### src/rtl/scene_object_renderer_pkg.sv
// render_pkg: shared types and constants for the scene object renderer.
// Latency: n/a (types, constants only).
// Backpressure: n/a.
package render_pkg;

  localparam int COORD_W    = 11;
  localparam int NUM_OBJ    = 3;
  localparam int NUM_FIELDS = 5;

  // Word position of each field inside an object's 5-word slot on the state bus
  localparam int F_IMG = 0;
  localparam int F_X   = 1;
  localparam int F_Y   = 2;
  localparam int F_W   = 3;
  localparam int F_H   = 4;

  // Bit position of each object pair inside collision_mask
  localparam int NUM_PAIRS = 3;
  localparam int P01       = 0;
  localparam int P02       = 1;
  localparam int P12       = 2;

  typedef struct packed {
    logic [COORD_W-1:0] img_id;
    logic [COORD_W-1:0] x;
    logic [COORD_W-1:0] y;
    logic [COORD_W-1:0] width;
    logic [COORD_W-1:0] height;
  } obj_state_t;

endpackage

### src/rtl/scene_object_renderer_if.sv
// scene_object_renderer_if: object-state bus, pixel stream and draw-result bundle.
// Latency: n/a (wiring only).
// Backpressure: none; the pixel stream is free-running, one pixel per cycle.
interface scene_object_renderer_if;
  import render_pkg::*;

  logic                                            frame_start;
  logic [0:NUM_OBJ*NUM_FIELDS-1][0:COORD_W-1]      current_state;
  logic                                            pixel_valid;
  logic [COORD_W-1:0]                              pixelX;
  logic [COORD_W-1:0]                              pixelY;
  logic                                            drawing_request;
  logic [1:0]                                      obj_idx;
  logic [COORD_W-1:0]                              img_id;
  logic [COORD_W-1:0]                              offsetX;
  logic [COORD_W-1:0]                              offsetY;
  logic [NUM_PAIRS-1:0]                            collision_mask;

  // Producer side: scan logic and object controllers
  modport master (
    output frame_start, current_state, pixel_valid, pixelX, pixelY,
    input  drawing_request, obj_idx, img_id, offsetX, offsetY, collision_mask
  );

  // Renderer side
  modport slave (
    input  frame_start, current_state, pixel_valid, pixelX, pixelY,
    output drawing_request, obj_idx, img_id, offsetX, offsetY, collision_mask
  );

endinterface

### src/rtl/scene_object_renderer_obj_hit_unit.sv
// obj_hit_unit: rectangle hit test of one pixel against one object, plus offset.
// Latency: combinational; the parent registers the results.
// Backpressure: none. SCENE_RENDER_CLIP_EN clamps the right edge to SCREEN_W.
module obj_hit_unit
  import render_pkg::*;
#(
  parameter int SCREEN_W = 640
) (
  input  obj_state_t         i_obj,
  input  logic [COORD_W-1:0] i_px,
  input  logic [COORD_W-1:0] i_py,
  output logic               o_hit,
  output logic [COORD_W-1:0] o_dx,
  output logic [COORD_W-1:0] o_dy,
  output logic [COORD_W-1:0] o_img_id
);

`ifdef SCENE_RENDER_CLIP_EN
  localparam bit LP_CLIP_EN = 1'b1;
`else
  localparam bit LP_CLIP_EN = 1'b0;
`endif
  localparam logic [COORD_W:0] LP_SCREEN_W = (COORD_W+1)'(SCREEN_W);

  logic             w_en;
  logic [COORD_W:0] w_px;
  logic [COORD_W:0] w_py;
  logic [COORD_W:0] w_x0;
  logic [COORD_W:0] w_y0;
  logic [COORD_W:0] w_x_end;
  logic [COORD_W:0] w_y_end;

  // Edges are computed one bit wider so x+width never wraps; right/bottom exclusive
  always_comb begin
    w_en    = (i_obj.width != '0) && (i_obj.height != '0);
    w_px    = {1'b0, i_px};
    w_py    = {1'b0, i_py};
    w_x0    = {1'b0, i_obj.x};
    w_y0    = {1'b0, i_obj.y};
    w_x_end = w_x0 + {1'b0, i_obj.width};
    w_y_end = w_y0 + {1'b0, i_obj.height};
    // Clamping the right edge also rejects every pixel at or past the screen edge
    if (LP_CLIP_EN && (w_x_end > LP_SCREEN_W)) begin
      w_x_end = LP_SCREEN_W;
    end
    o_hit    = w_en && (w_px >= w_x0) && (w_px < w_x_end)
                    && (w_py >= w_y0) && (w_py < w_y_end);
    o_dx     = i_px - i_obj.x;
    o_dy     = i_py - i_obj.y;
    // Forwarded so the parent can pipeline the id alongside the hit
    o_img_id = i_obj.img_id;
  end

endmodule

### src/rtl/scene_object_renderer.sv
// scene_object_renderer: resolves which object covers each pixel and flags pair overlaps.
// Latency: 2 cycles pixel -> draw outputs; collision_mask visible the cycle after frame_start.
// Backpressure: none, one pixel per cycle. Option SCENE_RENDER_CLIP_EN clips hits at SCREEN_W.
module scene_object_renderer #(
  parameter int NUM_OBJ  = 3,
  parameter int SCREEN_W = 640
) (
  input logic                    clk,
  input logic                    reset,
  scene_object_renderer_if.slave bus
);
  import render_pkg::*;

  obj_state_t           r_shadow [NUM_OBJ];

  logic [NUM_OBJ-1:0]   w_hit;
  logic [COORD_W-1:0]   w_dx     [NUM_OBJ];
  logic [COORD_W-1:0]   w_dy     [NUM_OBJ];
  logic [COORD_W-1:0]   w_img    [NUM_OBJ];

  logic [NUM_OBJ-1:0]   r_s1_hit;
  logic [COORD_W-1:0]   r_s1_dx  [NUM_OBJ];
  logic [COORD_W-1:0]   r_s1_dy  [NUM_OBJ];
  logic [COORD_W-1:0]   r_s1_img [NUM_OBJ];
  logic                 r_s1_vld;

  logic [NUM_OBJ-1:0]   w_s2_hit;
  logic                 w_sel_vld;
  logic [1:0]           w_sel_idx;
  logic [COORD_W-1:0]   w_sel_img;
  logic [COORD_W-1:0]   w_sel_dx;
  logic [COORD_W-1:0]   w_sel_dy;
  logic [NUM_PAIRS-1:0] w_pair;
  logic [NUM_PAIRS-1:0] r_acc;

  // Snapshot the object state bus at frame start; all hit tests use this copy
  always_ff @(posedge clk) begin
    if (reset) begin
      for (int k = 0; k < NUM_OBJ; k++) begin
        r_shadow[k] <= '0;
      end
    end else if (bus.frame_start) begin
      for (int k = 0; k < NUM_OBJ; k++) begin
        r_shadow[k].img_id <= bus.current_state[NUM_FIELDS*k + F_IMG];
        r_shadow[k].x      <= bus.current_state[NUM_FIELDS*k + F_X];
        r_shadow[k].y      <= bus.current_state[NUM_FIELDS*k + F_Y];
        r_shadow[k].width  <= bus.current_state[NUM_FIELDS*k + F_W];
        r_shadow[k].height <= bus.current_state[NUM_FIELDS*k + F_H];
      end
    end
  end

  genvar g;
  generate
    for (g = 0; g < NUM_OBJ; g++) begin : g_hit
      obj_hit_unit #(
        .SCREEN_W (SCREEN_W)
      ) u_hit (
        .i_obj    (r_shadow[g]),
        .i_px     (bus.pixelX),
        .i_py     (bus.pixelY),
        .o_hit    (w_hit[g]),
        .o_dx     (w_dx[g]),
        .o_dy     (w_dy[g]),
        .o_img_id (w_img[g])
      );
    end
  endgenerate

  // Stage 1: register raw per-object results; img_id travels with the pixel so a
  // snapshot taken while the pixel is in flight cannot change its reported id
  always_ff @(posedge clk) begin
    if (reset) begin
      r_s1_hit <= '0;
      r_s1_vld <= 1'b0;
      for (int k = 0; k < NUM_OBJ; k++) begin
        r_s1_dx[k]  <= '0;
        r_s1_dy[k]  <= '0;
        r_s1_img[k] <= '0;
      end
    end else begin
      r_s1_hit <= w_hit;
      r_s1_vld <= bus.pixel_valid;
      for (int k = 0; k < NUM_OBJ; k++) begin
        r_s1_dx[k]  <= w_dx[k];
        r_s1_dy[k]  <= w_dy[k];
        r_s1_img[k] <= w_img[k];
      end
    end
  end

  // Stage 2 select: invalid pixels hit nothing; lowest index wins; misses give zeros
  always_comb begin
    w_s2_hit  = r_s1_hit & {NUM_OBJ{r_s1_vld}};
    w_sel_vld = 1'b0;
    w_sel_idx = '0;
    w_sel_img = '0;
    w_sel_dx  = '0;
    w_sel_dy  = '0;
    for (int k = NUM_OBJ - 1; k >= 0; k--) begin
      if (w_s2_hit[k]) begin
        w_sel_vld = 1'b1;
        w_sel_idx = 2'(k);
        w_sel_img = r_s1_img[k];
        w_sel_dx  = r_s1_dx[k];
        w_sel_dy  = r_s1_dy[k];
      end
    end
    w_pair      = '0;
    w_pair[P01] = w_s2_hit[0] & w_s2_hit[1];
    w_pair[P02] = w_s2_hit[0] & w_s2_hit[2];
    w_pair[P12] = w_s2_hit[1] & w_s2_hit[2];
  end

  // Stage 2 output registers
  always_ff @(posedge clk) begin
    if (reset) begin
      bus.drawing_request <= 1'b0;
      bus.obj_idx         <= '0;
      bus.img_id          <= '0;
      bus.offsetX         <= '0;
      bus.offsetY         <= '0;
    end else begin
      bus.drawing_request <= w_sel_vld;
      bus.obj_idx         <= w_sel_idx;
      bus.img_id          <= w_sel_img;
      bus.offsetX         <= w_sel_dx;
      bus.offsetY         <= w_sel_dy;
    end
  end

  // Collision accumulate; a pair hit landing on the frame_start edge belongs to the
  // frame being published, then the accumulator restarts empty
  always_ff @(posedge clk) begin
    if (reset) begin
      r_acc              <= '0;
      bus.collision_mask <= '0;
    end else if (bus.frame_start) begin
      bus.collision_mask <= r_acc | w_pair;
      r_acc              <= '0;
    end else begin
      r_acc              <= r_acc | w_pair;
    end
  end

endmodule

### src/flat_wrapper.sv
// flat-port wrapper written by rule: the top's interface ports become plain ports
module scene_object_renderer_flat import render_pkg::*;
#(
  parameter int NUM_OBJ  = 3,
  parameter int SCREEN_W = 640
)
  (clk, reset, bus_frame_start, bus_current_state, bus_pixel_valid, bus_pixelX, bus_pixelY, bus_drawing_request, bus_obj_idx, bus_img_id, bus_offsetX, bus_offsetY, bus_collision_mask);
  scene_object_renderer_if bus_i ();
  input logic clk;
  input logic reset;
  input wire logic [$bits(bus_i.frame_start)-1:0] bus_frame_start;
  input wire logic [$bits(bus_i.current_state)-1:0] bus_current_state;
  input wire logic [$bits(bus_i.pixel_valid)-1:0] bus_pixel_valid;
  input wire logic [$bits(bus_i.pixelX)-1:0] bus_pixelX;
  input wire logic [$bits(bus_i.pixelY)-1:0] bus_pixelY;
  output wire logic [$bits(bus_i.drawing_request)-1:0] bus_drawing_request;
  output wire logic [$bits(bus_i.obj_idx)-1:0] bus_obj_idx;
  output wire logic [$bits(bus_i.img_id)-1:0] bus_img_id;
  output wire logic [$bits(bus_i.offsetX)-1:0] bus_offsetX;
  output wire logic [$bits(bus_i.offsetY)-1:0] bus_offsetY;
  output wire logic [$bits(bus_i.collision_mask)-1:0] bus_collision_mask;
  assign bus_i.frame_start = bus_frame_start;
  assign bus_i.current_state = bus_current_state;
  assign bus_i.pixel_valid = bus_pixel_valid;
  assign bus_i.pixelX = bus_pixelX;
  assign bus_i.pixelY = bus_pixelY;
  assign bus_drawing_request = bus_i.drawing_request;
  assign bus_obj_idx = bus_i.obj_idx;
  assign bus_img_id = bus_i.img_id;
  assign bus_offsetX = bus_i.offsetX;
  assign bus_offsetY = bus_i.offsetY;
  assign bus_collision_mask = bus_i.collision_mask;
  scene_object_renderer #(.NUM_OBJ(NUM_OBJ), .SCREEN_W(SCREEN_W)) u_core (.clk(clk), .reset(reset), .bus(bus_i));
endmodule
### config.mk
export PLATFORM = sky130hd
export DESIGN_NAME = scene_object_renderer_flat
export DESIGN_NICKNAME = d
export VERILOG_FILES = /design/src/rtl/scene_object_renderer_pkg.sv /design/src/rtl/scene_object_renderer_if.sv /design/src/rtl/scene_object_renderer_obj_hit_unit.sv /design/src/rtl/scene_object_renderer.sv /design/src/flat_wrapper.sv
export SDC_FILE = /design/constraint.sdc
export NUM_CORES = 1
export LEC_CHECK = 0
export CORE_ASPECT_RATIO = 1.4
export CORE_MARGIN = 3
export CORE_UTILIZATION = 36
export CTS_BUF_LIST = sky130_fd_sc_hd__clkbuf_16
export DETAILED_ROUTE_END_ITERATION = 10
export SLEW_MARGIN = 40
export SYNTH_ARGS = -nofsm -noshare
export SYNTH_HDL_FRONTEND = slang
export SYNTH_SLANG_ARGS = --single-unit
### constraint.sdc
create_clock -name clk -period 5.7 [get_ports clk]
set_input_delay 1.14 -clock clk [delete_from_list [all_inputs] [get_ports clk]]
set_output_delay 1.14 -clock clk [all_outputs]
set_load 0.05 [all_outputs]
==> results by group, run 1 <==
Global route
  – GRT Max-Usage Layer: met2
  – Total track usage: 0.177
  – Total congestion overflow: 0
  – Vias in the first global route: 13200
  – First-pass GRT wire length: around 71 mm
  – M2 GR Usage: 0.298
  – Antenna violations before repair: 0
  – GR Util met3: 0.0245
  – Largest net degree at the start of global routing: 113
  – GRT met1 Usage: 0.227

Floorplanning
  – Starting Density: 0.365
  – Core area: about 47000 µm²
  – Die Y: ~260 µm
  – # rows: 94
  – Die width: 191 µm
  – Die ar.: just over 50000 µm²
  – Top Ports: 230

Synth
  – Average size of a mapped cell: 10.4 µm²
  – Post-synth EDFFs: 165
  – Seq cells post-synth: just over 300
  – Sequential share of the synthesized area: 0.457
  – Async set-reset flop share out of synthesis: 0
  – Xor/xnor cell area share of the yosys netlist: 0.0484
  – Ys Warns: 0
  – Syn_nets: 2040
  – Synth unique cells: 59
  – Synth Flop Type: edfxtp_1
  – Synth Area in Adders: 0.154
  – Post-Syn Area: 17200 µm²
  – Synth Area in Simple Gates: 0.176
  – Compound-Gate Fraction of Synth Area: 0.129
  – Post-Syn Instances: about 1600
  – Dominant combinational cell family by area after synthesis: simple AND/OR/NAND/NOR gates
  – Multiplexer area fraction after synthesis: 0.00175

Critical path
  – CP arrival: approximately 4300 ps
  – Slowest stage delay, CP: approximately 420 ps
  – Crit Path Max Fanout: 2
  – Worst path top cell family by delay: compound AO/OA/AOI/OAI gates
  – Startpoint types: register
  – CP endpoint kind: register
  – Critical path, cell by cell: ha_1 > inv_1 > fa_1 > nor2b_1 > o21ai_1 > a21boi_1 > o21a_1 > o41ai_4 > mux2i_1 > a2111oi_2 > ha_1 > a21oi_1 > o21bai_1 > a2111oi_0 > a21oi_1 > a221oi_1 > nor3b_1
  – Crit Path Category: reg -> reg
  – Critical path buffer and inverter count: 1
  – Crit path required time: about 6100 ps
  – Slowest stage cell, crit path: edfxtp_1

Cells and area
  – Nets: 2265
  – Finished Cell Area: ~21000 µm²
  – Antenna cells: 0
  – Share of layout cells above drive strength 1: 0.0427
  – Area growth syn-to-layout: 24.3%
  – Fillers: 4441

Clock tree
  – Clk root buf: clkbuf_16
  – CTS tree: built
  – Clock Latency Late Sink: 530 ps
  – H-tree lvl count: 2
  – Resize count post-CTS: 0
  – Clock slew at reported path FFs: 60 ps
  – Cts hold-fix bufs: 0
  – CTS Buf Count: 34
  – Clk sinks: 310
  – Setup bufs post-CTS: 0
  – CTS max path bufs: 3

Job
  – Number of max-cap violations: 0

Status
  – Status: finished clean

Timing
  – Worst slew margin: 0.469
  – Fmax: 259 MHz
  – RSZ-0062 raised after global routing: no
  – Final number of hold-violating endpoints: 0
  – Final setup violation count: 0
  – Tightest Pin Transition: 796 ps
  – Fin Setup TNS: 0 ps
  – Pins Over Slew Limit: 0
  – Min cycle time layout: 3860 ps
  – Clock Skews: 15.7 ps
  – Fin crit share: 0.677
  – Fin Hold WS: 450 ps

Placed design
  – Dpl cell area: 20200 µm²
  – I/O Buffers: 229
  – Post-DP HPWL: around 35 mm
  – Routability congestion estimate: 0.886

Detailed routing
  – Routed WL per cell: 18.1 µm
  – Routed Antenna Nets: 0
  – First-pass DRT Iterations: 6
  – Post-route DRC: 0
  – Via Count: around 13000
  – Via density: 5.09
  – Initial DRC count: 755
  – Drt total wl: 45.5 mm

Pwr
  – PD cells: 295 nW/µm²
  – P_leak: 8.86 nW
  – Worst vdd ir: 182 µV

Min path
  – Hold WC Path Type: reg -> reg
[cells in the mapped netlist, types with 8 or more instances]
| cell | n | area [µm²] |
|---|---|---|
| nor2b_1 | 63 | 394 |
| xor2_1 | 53 | 464 |
| clkbuf_1 | 47 | 176 |
| and2_1 | 167 | 1040 |
| ha_1 | 192 | 2400 |
| dfxtp_1 | 145 | 2900 |
| xnor2_1 | 42 | 368 |
| inv_1 | 99 | 372 |
| o21ai_0 | 56 | 280 |
| nor4_1 | 22 | 138 |
| edfxtp_1 | 165 | 4950 |
| a211oi_1 | 8 | 60.1 |
| o21a_1 | 17 | 128 |
| a222oi_1 | 33 | 330 |
| nand3_1 | 16 | 80.1 |
| nor2_1 | 146 | 548 |
| a21o_1 | 36 | 270 |
| nand2b_1 | 24 | 150 |
| nand4_1 | 11 | 68.8 |
| o21bai_1 | 9 | 67.6 |
| a21oi_1 | 76 | 380 |
| nand2_1 | 36 | 135 |
| fa_1 | 12 | 240 |
| nor3_1 | 63 | 315 |
[worst register-to-register path, delay by kind of cell (launching register included)]
kind	cells	cell delay [ps]
buffers and inverters	1	70
DFF	1	420
AOI/OAI and AO/OA	10	2170
adders and majority gates	3	710
and+or+nand+nor	2	260
muxes	1	150
[logic make-up after synthesis]
group / count (synthesis)
DFF: 310
AOI/OAI and AO/OA: 312
xor gates and xnor gates: 95
muxes: 3
adders and majority gates: 204
and+or+nand+nor: 570
buffers and inverters: 151
[sequential cells by signal (all words and copies together), names as in the netlist, 11 cells and up]
| signal | cells |
|---|---|
| u_core.bus.img_id | 11 |
| u_core.bus.offsetX | 11 |
| u_core.bus.offsetY | 11 |
| u_core.r_s1_dx | 33 |
| u_core.r_s1_dy | 33 |
| u_core.r_s1_img | 33 |
| u_core.r_shadow | 165 |
[power breakdown]
part | leakage (nW) | internal (mW) | total (mW) | switching (mW)
clock network | 0.569 | 1.27 | 2.19 | 0.928
registers | 2.97 | 2.56 | 2.67 | 0.109
logic | 5.32 | 0.669 | 1.44 | 0.775
total | 8.86 | 4.49 | 6.31 | 1.81
[final cells by class]
cell class / count / area (µm²) / share of cell area
multi-input combinational: 1184 / 8770 / 0.411
inverter: 99 / 372 / 0.0174
tap: 624 / 781 / 0.0366
timing repair buffer: 241 / 2440 / 0.114
sequential: 310 / 7860 / 0.368
clock buffer: 38 / 951 / 0.0445
clock inverter: 24 / 185 / 0.00867
[per-layer routing]
metal / vias to the layer above / routed length [µm]
li1: 6370 / -
met1: 6013 / 19700
met2: 345 / 21500
met3: 88 / 2310
met4: 0 / 1970
met5: - / 0
[stage by stage]
step	std cells	util	worst slack [ps]	power, mW
finish	2520	0.454	1840	6.31
global route	2520	0.454	1430	6.66
CTS	2519	0.453	1800	6.39
detailed placement	2457	0.429	1780	4.16
global placement	2456	0.429	1820	4.13
floorplan	1645	-	1770	3.66
[path summary, 6_finish.rpt]
path | from | to | slack, ps | depth (start not counted)
setup / recovery | u_core.r_shadow[0][22]$_SDFFCE_PN0P_ | u_core.r_s1_hit[0]$_SDFF_PP0_ | 1840 | 17
hold / removal | u_core.r_shadow[2][51]$_SDFFCE_PN0P_ | u_core.r_s1_img[0][29]$_SDFF_PP0_ | 450 | 1
setup reg to reg | u_core.r_shadow[0][22]$_SDFFCE_PN0P_ | u_core.r_s1_hit[0]$_SDFF_PP0_ | 1840 | 17
hold reg to reg | u_core.r_shadow[2][51]$_SDFFCE_PN0P_ | u_core.r_s1_img[0][29]$_SDFF_PP0_ | 450 | 1
[placed cells by master (no fill, tap or decap), types with 33 or more instances in the layout]
master	Yosys	final
xnor2_1	42	42
xor2_1	53	53
a21o_1	36	36
nor2_1	146	146
dfxtp_1	145	144
edfxtp_1	165	165
nor3_1	63	63
and2_1	167	167
nand2_1	36	36
nor2b_1	63	62
o21ai_0	56	56
a222oi_1	33	33
clkdlybuf4s50_1	0	228
ha_1	192	192
a21oi_1	76	76
inv_1	99	102
clkbuf_16	0	38
No activity file was read; power rests on OpenSTA's default activity.
==> run 2: changes to the inputs <==
==> constraint.sdc (replaced) <==
create_clock -name clk -period 3.55 [get_ports clk]
set_input_delay 0.71 -clock clk [delete_from_list [all_inputs] [get_ports clk]]
set_output_delay 0.71 -clock clk [all_outputs]
set_load 0.05 [all_outputs]
==> run 2 against run 1 <==
Compared with the run above:
- the run now ends with negative setup slack left
- critical path depth did not move
- flip-flop and latch count did not move
- global-route usage down 0.49 points
- clock power increased by 45%
- count of clock-buffer cells in the layout is 6 lower
- die area is the same
- maximum frequency rose by 8.4%
- first-iteration DRC count down 28%
- register-to-register slack worse by 1900 ps
- via count rose by 0.23%
- routed wire length is 2.9% lower
- worst hold slack worse by 5.9 ps
==> results by group, run 2 (synthesized netlist as in run 1, its figures left out) <==
Detailed routing
  – Drt total wl: 44.2 mm
  – First-pass DRT Iterations: 6
  – Post-route DRC: 0
  – Via density: around 5
  – Via Count: 12800
  – Routed Antenna Nets: 0
  – Initial DRC count: 545
  – Routed WL per cell: 17.3 µm

Global route
  – M2 GR Usage: 0.291
  – GRT Max-Usage Layer: met2
  – Antenna violations before repair: 0
  – Total congestion overflow: 0
  – First-pass GRT wire length: a little under 70 mm
  – GRT met1 Usage: 0.224
  – Largest net degree at the start of global routing: 104
  – Total track usage: 0.172
  – GR Util met3: 0.0221
  – Vias in the first global route: approximately 13000

Placed design
  – Post-DP HPWL: 34.4 mm
  – Routability congestion estimate: 0.884
  – Place WS: -216 ps
  – I/O Buffers: 229
  – Placed cells: 2495
  – Dpl cell area: 20500 µm²

Critical path
  – Minimum setup slack among reg-to-reg paths: -10 ps
  – Slowest stage cell, crit path: fa_2
  – Reg2Reg Depth: 17
  – Launch point of the worst reg-to-reg path: u_core.r_shadow[0][0]$_SDFFCE_PN0P_
  – Critical path buffer and inverter count: 1
  – CP endpoint kind: register
  – Startpoint types: register
  – Critical path destination: u_core.r_s1_hit[0]$_SDFF_PP0_
  – R2R Path End: u_core.r_s1_hit[0]$_SDFF_PP0_
  – Crit path required time: about 4100 ps
  – CP Launch Point: u_core.r_shadow[0][0]$_SDFFCE_PN0P_
  – Crit Path Category: reg -> reg
  – Critical path, cell by cell: ha_2 > inv_2 > fa_2 > nor2b_2 > o21ai_2 > a21boi_1 > o21a_1 > o41ai_4 > mux2i_1 > a2111oi_2 > ha_1 > a21oi_2 > o21bai_1 > a2111oi_2 > a21oi_1 > a221oi_1 > nor3b_2
  – Worst path top cell family by delay: compound AO/OA/AOI/OAI gates
  – CP Depth: 17
  – CP arrival: 4060 ps
  – Slowest stage delay, CP: 400 ps
  – Crit Path Max Fanout: 2
  – Most used cell, CP: a2111oi_2

Timing
  – Min cycle time layout: 3560 ps
  – Fmax: roughly 280 MHz
  – Pins Over Slew Limit: 0
  – Final setup violation count: 1
  – Final Worst Setup Slack: -11.2 ps
  – RSZ-0062 raised after global routing: yes
  – Worst slew margin: 0.573
  – Fin crit share: 1.00
  – Final number of hold-violating endpoints: 0
  – Clock Skews: about 7.4 ps
  – Tightest Pin Transition: 641 ps
  – Fin Setup TNS: -11.2 ps
  – Fin Hold WS: 444 ps

Floorplanning
  – Die ar.: 50400 µm²
  – Core area: roughly 47000 µm²
  – Starting Density: 0.365
  – Die width: 191 µm
  – Die Y: approximately 260 µm
  – Top Ports: 230
  – # rows: between 90 and 100

Clock tree
  – H-tree lvl count: 1
  – Clk sinks: 310
  – Clock slew at reported path FFs: 60 ps
  – CTS max path bufs: 3
  – Clock Latency Late Sink: about 570 ps
  – CTS tree: built
  – CTS Buf Count: 31
  – Clk root buf: clkbuf_16

Pwr
  – P_leak: 8.99 nW
  – Worst vdd ir: 383 µV
  – PD cells: about 460 nW/µm²

Cells and area
  – Largest Register: u_core.r_shadow
  – Post-route insts no fill: 2557
  – Fillers: ~4500
  – Antenna cells: 0
  – Most common cell after layout, fill and taps aside: clkdlybuf4s50_1
  – Max reg flops: 165
  – Leading cell types in the layout, fill and taps excluded: 228 x clkdlybuf4s50_1, 189 x ha_1, 166 x and2_1
  – Finished Cell Area: 21600 µm²
  – Nets: between 2000 and 2500
  – Share of layout cells above drive strength 1: 0.0688
  – Area growth syn-to-layout: 25.5%

Status
  – Status: complete, but fails checks
  – Failing checks: negative setup slack

Job
  – Number of max-cap violations: 0

Min path
  – Hold WC Path Type: reg -> reg
  – Hold depth: 1
-- run 2: changes by cell type in the layout (fill, tap and decap cells not counted), moves of 3 or more --
cell | before | now
a21oi_2 | 2 | 5
a21oi_1 | 76 | 73
ha_1 | 192 | 189
buf_4 | 9 | 51
clkbuf_16 | 38 | 32
a2111oi_0 | 5 | 2
ha_2 | 0 | 3
-- run 2: power breakdown --
part | internal (mW) | switching (mW)
clock network | 1.78 | 1.39
logic | 1.14 | 1.26
registers | 4.11 | 0.162
total | 7.03 | 2.81
-- run 2: routing by layer --
| metal | vias to the layer above | routed length [µm] | share of wire |
|---|---|---|---|
| met4 | 0 | 1690 | 0.038 |
| li1 | 6430 | - | - |
| met5 | - | 0 | 0 |
| met3 | 87 | 2030 | 0.046 |
| met1 | 5994 | 19400 | 0.44 |
| met2 | 334 | 21100 | 0.48 |
-- run 2: what timing repair did --
item	CTS	global route
resized for setup	10	9
setup buffers	3	2
pin swaps	10	11
hold buffers	0	0
endpoints found under the setup margin	1	3
-- run 2: through the flow --
step	total power [mW]	util
2_1_floorplan	5.87	-
3_3_place_gp	6.66	0.435
3_5_place_dp	6.71	0.435
4_1_cts	9.92	0.457
5_1_grt	10.4	0.458
6_report	9.84	0.458
-- run 2: worst min-delay path by stage --
| stage | slack, ps | startpoint | to |
|---|---|---|---|
| after floorplan | 420 | u_core.r_acc[1]$_SDFF_PP0_ | u_core.r_acc[1]$_SDFF_PP0_ |
| after CTS | 450 | u_core.r_shadow[1][46]$_SDFFCE_PN0P_ | u_core.r_s1_img[0][13]$_SDFF_PP0_ |
| after detailed placement | 440 | u_core.r_shadow[1][46]$_SDFFCE_PN0P_ | u_core.r_s1_img[0][13]$_SDFF_PP0_ |
| after global routing | 470 | u_core.r_shadow[1][46]$_SDFFCE_PN0P_ | u_core.r_s1_img[0][13]$_SDFF_PP0_ |
| after global placement | 430 | u_core.r_shadow[0][50]$_SDFFCE_PN0P_ | u_core.r_s1_img[0][6]$_SDFF_PP0_ |
| final | 440 | u_core.r_shadow[1][46]$_SDFFCE_PN0P_ | u_core.r_s1_img[0][13]$_SDFF_PP0_ |
-- run 2: final cells by class --
class | count | area [µm²] | area share
multi-input cells | 1184 | 8830 | 0.410
flip-flops and latches | 310 | 7860 | 0.365
inverters | 99 | 372 | 0.0172
clock buffers | 32 | 801 | 0.0372
well taps | 624 | 781 | 0.0362
repair buffers | 283 | 2740 | 0.127
clock inverters | 25 | 179 | 0.00830
-- run 2: worst reg2reg max path, delay by kind of cell (launching register included) --
| kind | cells | cell delay [ps] |
|---|---|---|
| AO/OA/AOI/OAI | 10 | 1680 |
| adder cells (fa/ha/maj) | 3 | 910 |
| flip-flops | 1 | 350 |
| AND/OR/NAND/NOR | 2 | 330 |
| multiplexers | 1 | 150 |
| buffers and inverters | 1 | 50 |
==> run 3: changes to the inputs <==
--- a/config.mk
+++ b/config.mk
@@ -10,6 +10,7 @@
 export CORE_UTILIZATION = 36
 export CTS_BUF_LIST = sky130_fd_sc_hd__clkbuf_16
 export DETAILED_ROUTE_END_ITERATION = 10
+export SKIP_LAST_GASP = 1
 export SLEW_MARGIN = 40
 export SYNTH_ARGS = -nofsm -noshare
 export SYNTH_HDL_FRONTEND = slang
==> run 3 against run 2 <==
Compared with the run above:
- global-route usage unchanged
- the flow still finishes with violations (negative setup slack)
- largest cell class unchanged
- design area hardly changed
- sequential power barely moved
- clock power barely moved
- via count is essentially flat
- critical path type unchanged
==> results by group, run 3 (synthesized netlist as in run 1, its figures left out) <==
Status
  – Status: complete, but fails checks
  – Failing checks: negative setup slack

Clock tree
  – Clock slew at reported path FFs: roughly 60 ps
  – CTS max path bufs: 3
  – Clk root buf: clkbuf_16
  – CTS Buf Count: 31
  – H-tree lvl count: 1
  – Clk sinks: 310
  – CTS tree: built
  – Clock Latency Late Sink: 570 ps

Cells and area
  – Max reg flops: 165
  – Finished Cell Area: 21600 µm²
  – Area of the multi-input gates: 8830 µm²
  – Fillers: ~4500
  – Area growth syn-to-layout: 25.5%
  – Share of layout cells above drive strength 1: 0.0688
  – Most common cell after layout, fill and taps aside: clkdlybuf4s50_1
  – Leading cell types in the layout, fill and taps excluded: 228 x clkdlybuf4s50_1, 189 x ha_1, 166 x and2_1
  – Nets: 2304
  – Sequential standard cell area: just under 8000 µm²
  – Final core utilization: 0.458
  – Largest Register: u_core.r_shadow
  – Antenna cells: 0

Detailed routing
  – First-pass DRT Iterations: 6
  – Drt total wl: 44.2 mm
  – Via Count: 12800
  – Via density: about 5.0
  – Routed WL per cell: between 15 and 20 µm
  – Initial DRC count: 545
  – Routed Antenna Nets: 0
  – Post-route DRC: 0

Global route
  – First-pass GRT wire length: roughly 70 mm
  – Largest net degree at the start of global routing: 104
  – Total track usage: 0.172
  – Total congestion overflow: 0
  – Vias in the first global route: around 13000
  – Antenna violations before repair: 0

Pwr
  – P_leak: 8.99 nW
  – Sw power: between 2 and 3 mW
  – Sw Ratio: 0.286
  – Flop pwr share: 0.434
  – Clock network power share: 0.322
  – PD cells: 456 nW/µm²
  – Pint: 7.02 mW
  – Power, Total: between 9 and 10 mW
  – Part of the power in combinational logic: 0.244
  – Worst vdd ir: 383 µV

Critical path
  – Minimum setup slack among reg-to-reg paths: -10 ps
  – Crit path required time: around 4100 ps
  – CP Launch Point: u_core.r_shadow[0][0]$_SDFFCE_PN0P_
  – CP arrival: 4060 ps
  – Reg2Reg Depth: 17
  – R2R Path End: u_core.r_s1_hit[0]$_SDFF_PP0_
  – Launch point of the worst reg-to-reg path: u_core.r_shadow[0][0]$_SDFFCE_PN0P_
  – Crit Path Category: reg -> reg
  – Startpoint types: register
  – Slowest stage cell, crit path: fa_2
  – CP endpoint kind: register
  – Most used cell, CP: a2111oi_2
  – Critical path, cell by cell: ha_2 > inv_2 > fa_2 > nor2b_2 > o21ai_2 > a21boi_1 > o21a_1 > o41ai_4 > mux2i_1 > a2111oi_2 > ha_1 > a21oi_2 > o21bai_1 > a2111oi_2 > a21oi_1 > a221oi_1 > nor3b_2
  – Critical path buffer and inverter count: 1
  – Critical path destination: u_core.r_s1_hit[0]$_SDFF_PP0_
  – Slowest stage delay, CP: roughly 400 ps
  – Crit Path Max Fanout: 2
  – Worst path top cell family by delay: compound AO/OA/AOI/OAI gates
  – CP Depth: 17

Timing
  – Fin Setup TNS: -11.2 ps
  – Min cycle time layout: 3560 ps
  – Final setup violation count: 1
  – Clock Skews: between 7 and 8 ps
  – Pins Over Slew Limit: 0
  – RSZ-0062 raised after global routing: yes
  – Tightest Pin Transition: 641 ps
  – Fin Hold WS: 444 ps
  – Final Worst Setup Slack: -11.2 ps
  – Fmax: 281 MHz
  – Final number of hold-violating endpoints: 0
  – Fin crit share: 1.00
  – Worst slew margin: 0.573

Floorplanning
  – Die ar.: 50400 µm²
  – Die Y: approximately 260 µm
  – Die width: roughly 190 µm
  – Core area: 47000 µm²
  – Starting Density: 0.365
  – # rows: 94
  – Top Ports: 230

Placed design
  – I/O Buffers: approximately 230
  – Dpl cell area: around 20000 µm²
  – Post-DP HPWL: around 34 mm
  – Routability congestion estimate: 0.884

Job
  – Number of max-cap violations: 0

Min path
  – Hold WC Path Type: reg -> reg
run 3: layer usage:
metal  up-vias  share of wire  GRT usage
li1       6430              -          -
met1      5994           0.44      0.224
met2       338           0.48      0.291
met3        87          0.046     0.0221
met4         0          0.038     0.0665
met5         -              0          0
run 3: final cells by class:
cell class | count | share of cell area
clock inverters | 25 | 0.00830
inverters | 99 | 0.0172
well taps | 624 | 0.0362
clock buffers | 32 | 0.0372
multi-input cells | 1184 | 0.410
repair buffers | 283 | 0.127
flip-flops and latches | 310 | 0.365
run 3: worst min path at each step:
stage | from | to | slack [ps] | cells after the start
final | u_core.r_shadow[1][46]$_SDFFCE_PN0P_ | u_core.r_s1_img[0][13]$_SDFF_PP0_ | 440 | 1
after global routing | u_core.r_shadow[1][46]$_SDFFCE_PN0P_ | u_core.r_s1_img[0][13]$_SDFF_PP0_ | 470 | 1
after CTS | u_core.r_shadow[1][46]$_SDFFCE_PN0P_ | u_core.r_s1_img[0][13]$_SDFF_PP0_ | 450 | 1
after detailed placement | u_core.r_shadow[1][46]$_SDFFCE_PN0P_ | u_core.r_s1_img[0][13]$_SDFF_PP0_ | 440 | 1
after global placement | u_core.r_shadow[0][50]$_SDFFCE_PN0P_ | u_core.r_s1_img[0][6]$_SDFF_PP0_ | 430 | 1
after floorplan | u_core.r_acc[1]$_SDFF_PP0_ | u_core.r_acc[1]$_SDFF_PP0_ | 420 | 2
run 3: power by group through the flow:
stage | Clock, mW | Sequential (mW) | Combinational (mW)
6_report | 3.17 | 4.27 | 2.40
5_1_grt | 3.40 | 4.30 | 2.70
4_1_cts | 3.25 | 4.27 | 2.40
3_5_place_dp | 0 | 4.35 | 2.36
3_3_place_gp | 0 | 4.35 | 2.31
2_1_floorplan | 0 | 4.32 | 1.55
run 3: repair_timing:
item	4_1_cts	5_1_grt
pin swaps	10	11
gates cloned	0	0
gates resized for setup	10	8
hold buffers	0	0
setup endpoints to repair	1	3
buffers inserted	3	2
run 3: stage by stage:
stage	worst slack [ps]	cells
3_3_place_gp	-124	2495
5_1_grt	-187	2557
2_1_floorplan	53.6	1645
3_5_place_dp	-216	2495
6_report	-11.2	2557
4_1_cts	-14.4	2555
==> variant 1: new RTL, settings of run 2 <==
The option `SCENE_RENDER_CLIP_EN` is turned on by a define.
--- a/src/rtl/scene_object_renderer_obj_hit_unit.sv
+++ b/src/rtl/scene_object_renderer_obj_hit_unit.sv
@@ -1,6 +1,8 @@
 // obj_hit_unit: rectangle hit test of one pixel against one object, plus offset.
 // Latency: combinational; the parent registers the results.
 // Backpressure: none. SCENE_RENDER_CLIP_EN clamps the right edge to SCREEN_W.
+`define SCENE_RENDER_CLIP_EN
+
 module obj_hit_unit
   import render_pkg::*;
 #(
Behaviour: not the same (a bounded check fails within 4 cycles, from zero or initial values and one cycle with reset high).
==> variant 1 against run 2 <==
  * The run still ends with setup timing left
  * Critical path type unchanged
  * Sequential cell count unchanged
  * Wire length is 11% higher
  * Count of clock-buffer cells in the layout rose by 2
  * Worst setup slack worse by 0.28 ns
  * Sequential power barely moved
  * Utilization rose by 2.1 points
  * Synthesized area is 2.6% higher
  * Final area up 7.4%
  * Total power rose by 5.9%
==> variant 1: results (changes against run 2) <==
metric;value;unit;change
skew;0.0244;ns;+0.0170 ns
synth_compound_area_frac;0.137;;+0.00783
synthXorXnorAreaFrac;0.0348;;-0.0137
maxSlewHeadroom;0.408;;-0.165
rr_worst_depth;16;;-1
grt_max_degree;110;;+5.8%
synthTopCellsByArea;edfxtp_1 28%, dfxtp_1 16%, ha_1 14%;;
synth.distinct_cells;72;;+22%
worstPathArrival;4.37;ns;+0.31 ns
synthTopCellsByCount;192 x ha_1, 168 x and2_1, 165 x edfxtp_1, 145 x dfxtp_1, 135 x nor2_1;;
setup_viol;3;;+2
drive_gt1_frac;0.139;;+0.0706
final.setup.tns;-0.791;ns;-0.780 ns
grt_pass1_wl;76200;um;+9.5%
p_comb;2850;uW;+19%
fin_ws;-0.295;ns;-0.284 ns
violations;setup timing;;
routed_wl;49000;um;+11%
switching_share;0.288;;+0.00244
power_density;450;nW/um2;-1.3%
r2r_slack;-0.30;ns;-0.28 ns
fill_cells;4563;;+2.3%
hpwl;38400;um;+11%
avgSynthCellArea;10.3;um2;-1.6%
status;finished, violations left;;
first_pass_iters;5;;-1
vdd_drop_max;0.404;mV;+5.5%
synthAdderAreaFrac;0.150;;-0.00394
grt_pass1_vias;14400;;+7.7%
vias_per_cell;5.10;;+1.6%
nNetsFinal;2502;;+8.6%
## variant 1: changes by cell type after synthesis, moves of 7 or more
cell      before  now
xor2_1        53   26
nand3_1       16   35
a211oi_1       8   25
nor3_1        63   79
nand2_1       36   49
a21o_1        36   48
a21oi_1       76   64
o21ai_0       56   44
nor2_1       146  135
nand2b_1      24   17
## variant 1: area by class of cell
| cell class | instances | area, um2 | area share |
|---|---|---|---|
| Clock buffer | 34 | 851 | 0.0368 |
| Multi-Input combinational cell | 1252 | 9400 | 0.406 |
| Timing Repair Buffer | 412 | 3690 | 0.159 |
| Sequential cell | 310 | 7860 | 0.340 |
| Tap cell | 630 | 788 | 0.0341 |
| Clock inverter | 23 | 180 | 0.00779 |
| Inverter | 100 | 375 | 0.0162 |
## variant 1: worst min path at each step
stage                                 from  slack (ns)  depth (start not counted)                      to
finish              u_core.r_shadow[1][53]        0.45                          1  u_core.r_s1_img[0][20]
CTS                 u_core.r_shadow[1][53]        0.46                          1  u_core.r_s1_img[0][20]
global placement    u_core.r_shadow[1][51]        0.43                          1  u_core.r_s1_img[0][18]
floorplan                  u_core.r_acc[1]        0.42                          2         u_core.r_acc[1]
detailed placement  u_core.r_shadow[1][53]        0.44                          1  u_core.r_s1_img[0][20]
global route        u_core.r_shadow[1][45]        0.48                          1  u_core.r_s1_img[0][12]
## variant 1: timing repair
action,in CTS,in global routing
gates resized for setup,16,13
gates cloned,0,0
setup endpoints to repair,3,3
pin swaps,26,16
hold buffers,0,0
buffers inserted,10,2
## variant 1: routing by layer
layer / track usage / wire length, um / vias to the layer above
li1: - / - / 7034
met1: 0.232 / 20700 / 6663
met2: 0.325 / 23900 / 302
met3: 0.0278 / 2420 / 91
met4: 0.0747 / 2010 / 0
met5: 0 / 0 / -
## variant 1: logic make-up (layout without fill, tap and decap cells)
| logic type | count (synthesis) | after routing |
|---|---|---|
| and+or+nand+nor | 632 | 632 |
| AOI/OAI and AO/OA | 332 | 332 |
| DFF | 310 | 310 |
| adders and majority gates | 204 | 204 |
| buffers and inverters | 155 | 569 |
| xor gates and xnor gates | 70 | 70 |
| muxes | 11 | 11 |
| other | 1 | 3 |
## variant 1: critical path, stage by stage, from the launching register on
cell       delay [ns]
edfxtp_1         0.39
ha_2             0.22
fa_2             0.38
a211oi_4         0.26
o21bai_1         0.10
mux2i_1          0.23
o211ai_1         0.14
o22ai_2          0.14
a21o_2           0.19
or3b_4           0.38
ha_1             0.30
a21o_1           0.17
a21o_1           0.16
a211oi_2         0.19
o2111ai_1        0.14
a2111o_1         0.32
nor2_1           0.08
## variant 1: stage by stage
step | setup slack [ns] | area [um2]
5_1_grt | -0.618 | 23100
3_5_place_dp | -0.563 | 21900
4_1_cts | -0.334 | 23100
3_3_place_gp | -0.487 | 21900
6_report | -0.295 | 23100
2_1_floorplan | -0.208 | 17700
==> variant 2: new RTL, flow settings as in run 2 <==
Without the edit above. Change the localparam `LP_CLIP_EN` of `obj_hit_unit` from 1'b0 to 1'b1.
--- a/src/rtl/scene_object_renderer_obj_hit_unit.sv
+++ b/src/rtl/scene_object_renderer_obj_hit_unit.sv
@@ -18,7 +18,7 @@
 `ifdef SCENE_RENDER_CLIP_EN
   localparam bit LP_CLIP_EN = 1'b1;
 `else
-  localparam bit LP_CLIP_EN = 1'b0;
+  localparam bit LP_CLIP_EN = 1'b1;
 `endif
   localparam logic [COORD_W:0] LP_SCREEN_W = (COORD_W+1)'(SCREEN_W);
 
Check against the original RTL: not equivalent (a bounded check fails within 4 cycles, from zero or initial values and one cycle with reset high).
==> variant 2 against run 2 <==
  * The flow still finishes with violations (setup timing)
  * Worst setup slack got worse by 0.28 ns
  * Synthesized area grew 2.6%
  * Wire length increased by 11%
  * Utilization grew 2.1 points
  * Critical path depth down 1
  * Largest cell class unchanged
  * Sequential cell count is the same
  * Sequential power hardly changed
  * Total power is 5.9% higher
  * Final area grew 7.4%
==> variant 2: results (changes against run 2) <==
metric;value;unit;change
status;finished, violations left;;
violations;setup timing;;
grt_max_degree;110;;+5.8%
setup_viol;3;;+2
grt_pass1_vias;14400;;+7.7%
rr_worst_depth;16;;-1
synthTopCellsByCount;192 x ha_1, 168 x and2_1, 165 x edfxtp_1, 145 x dfxtp_1, 135 x nor2_1;;
worst_path_most_repeated_cell;a21o_1;;
drive_gt1_frac;0.139;;+0.0706
place_area;21900;um2;+6.9%
vdd_drop_max;0.404;mV;+5.5%
cp_max_fo;5;;+3
grt_pass1_wl;76200;um;+9.5%
first_pass_iters;5;;-1
track_usage;0.187;;+0.0147
leakagePower;0.00978;uW;+8.7%
synthTopCellsByArea;edfxtp_1 28%, dfxtp_1 16%, ha_1 14%;;
nNetsFinal;2502;;+8.6%
first_iter_violations;627;;+15%
yosysSeqAreaShare;0.446;;-0.0117
vias_per_cell;5.10;;+1.6%
antenna_found_initial;1;;+1
worstMarginPinSlew;0.886;ns;+0.245 ns
fin_ws;-0.295;ns;-0.284 ns
routabilityCongestion;0.870;;-1.6%
worstPathArrival;4.37;ns;+0.31 ns
r2r_slack;-0.30;ns;-0.28 ns
avgSynthCellArea;10.3;um2;-1.6%
finalNonFillerCells;2761;;+8.0%
synth.distinct_cells;72;;+22%
variant 2: stage by stage:
step	total power, uW	setup slack (ns)	TNS (ns)
finish	10400	-0.295	-0.791
global route	11000	-0.618	-1.62
CTS	10500	-0.334	-0.862
detailed placement	7090	-0.563	-1.12
global placement	7030	-0.487	-0.818
floorplan	5960	-0.208	-0.229
variant 2: cell families (layout without fill, tap and decap cells):
kind of cell	count (synthesis)	count (layout)	synth area share
adder cells (fa/ha/maj)	204	204	0.150
flip-flops	310	310	0.446
XOR/XNOR	70	70	0.0348
AND/OR/NAND/NOR	632	632	0.193
multiplexers	11	11	0.00667
buffers and inverters	155	569	0.0330
other	1	3	0.000213
AO/OA/AOI/OAI	332	332	0.137
variant 2: power breakdown:
part | internal [uW] | switching [uW]
registers | 4100 | 158
logic | 1440 | 1410
clock network | 1880 | 1430
total | 7420 | 3000
variant 2: critical path: cells and delay by family (launching register included):
family | cells | cell delay (ns)
mux | 1 | 0.23
fa+ha+maj | 3 | 0.90
flops | 1 | 0.39
compound gates | 10 | 1.81
simple gates | 2 | 0.46
variant 2: area by class of cell:
| cell class | count | area, um2 |
|---|---|---|
| clock buffer | 34 | 851 |
| inverter | 100 | 375 |
| timing repair buffer | 412 | 3690 |
| multi-input combinational | 1252 | 9400 |
| tap | 630 | 788 |
| sequential | 310 | 7860 |
| clock inverter | 23 | 180 |
| fill | 4563 | 25100 |
variant 2: worst max-delay path by stage:
stage | to | start | cells after the start | slack (ns)
after floorplan | u_core.r_s1_hit[0] | u_core.r_shadow[0][33] | 16 | -0.21
after global placement | u_core.r_s1_hit[0] | u_core.r_shadow[0][33] | 16 | -0.49
after detailed placement | u_core.r_s1_hit[0] | u_core.r_shadow[0][33] | 16 | -0.56
after CTS | u_core.r_s1_hit[0] | u_core.r_shadow[0][11] | 16 | -0.33
after global routing | u_core.r_s1_hit[1] | u_core.r_shadow[1][11] | 17 | -0.62
final | u_core.r_s1_hit[0] | u_core.r_shadow[0][11] | 16 | -0.30
variant 2: what timing repair did:
item                       4_1_cts  5_1_grt
pin swaps                       26       16
setup endpoints to repair        3        3
buffers inserted                10        2
gates resized for setup         16       13
variant 2: metal layers:
layer,vias up,global-route usage,share of wire
li1,7034,-,-
met1,6663,0.232,0.42
met2,302,0.325,0.49
met3,91,0.0278,0.049
met4,0,0.0747,0.041
met5,-,0,0
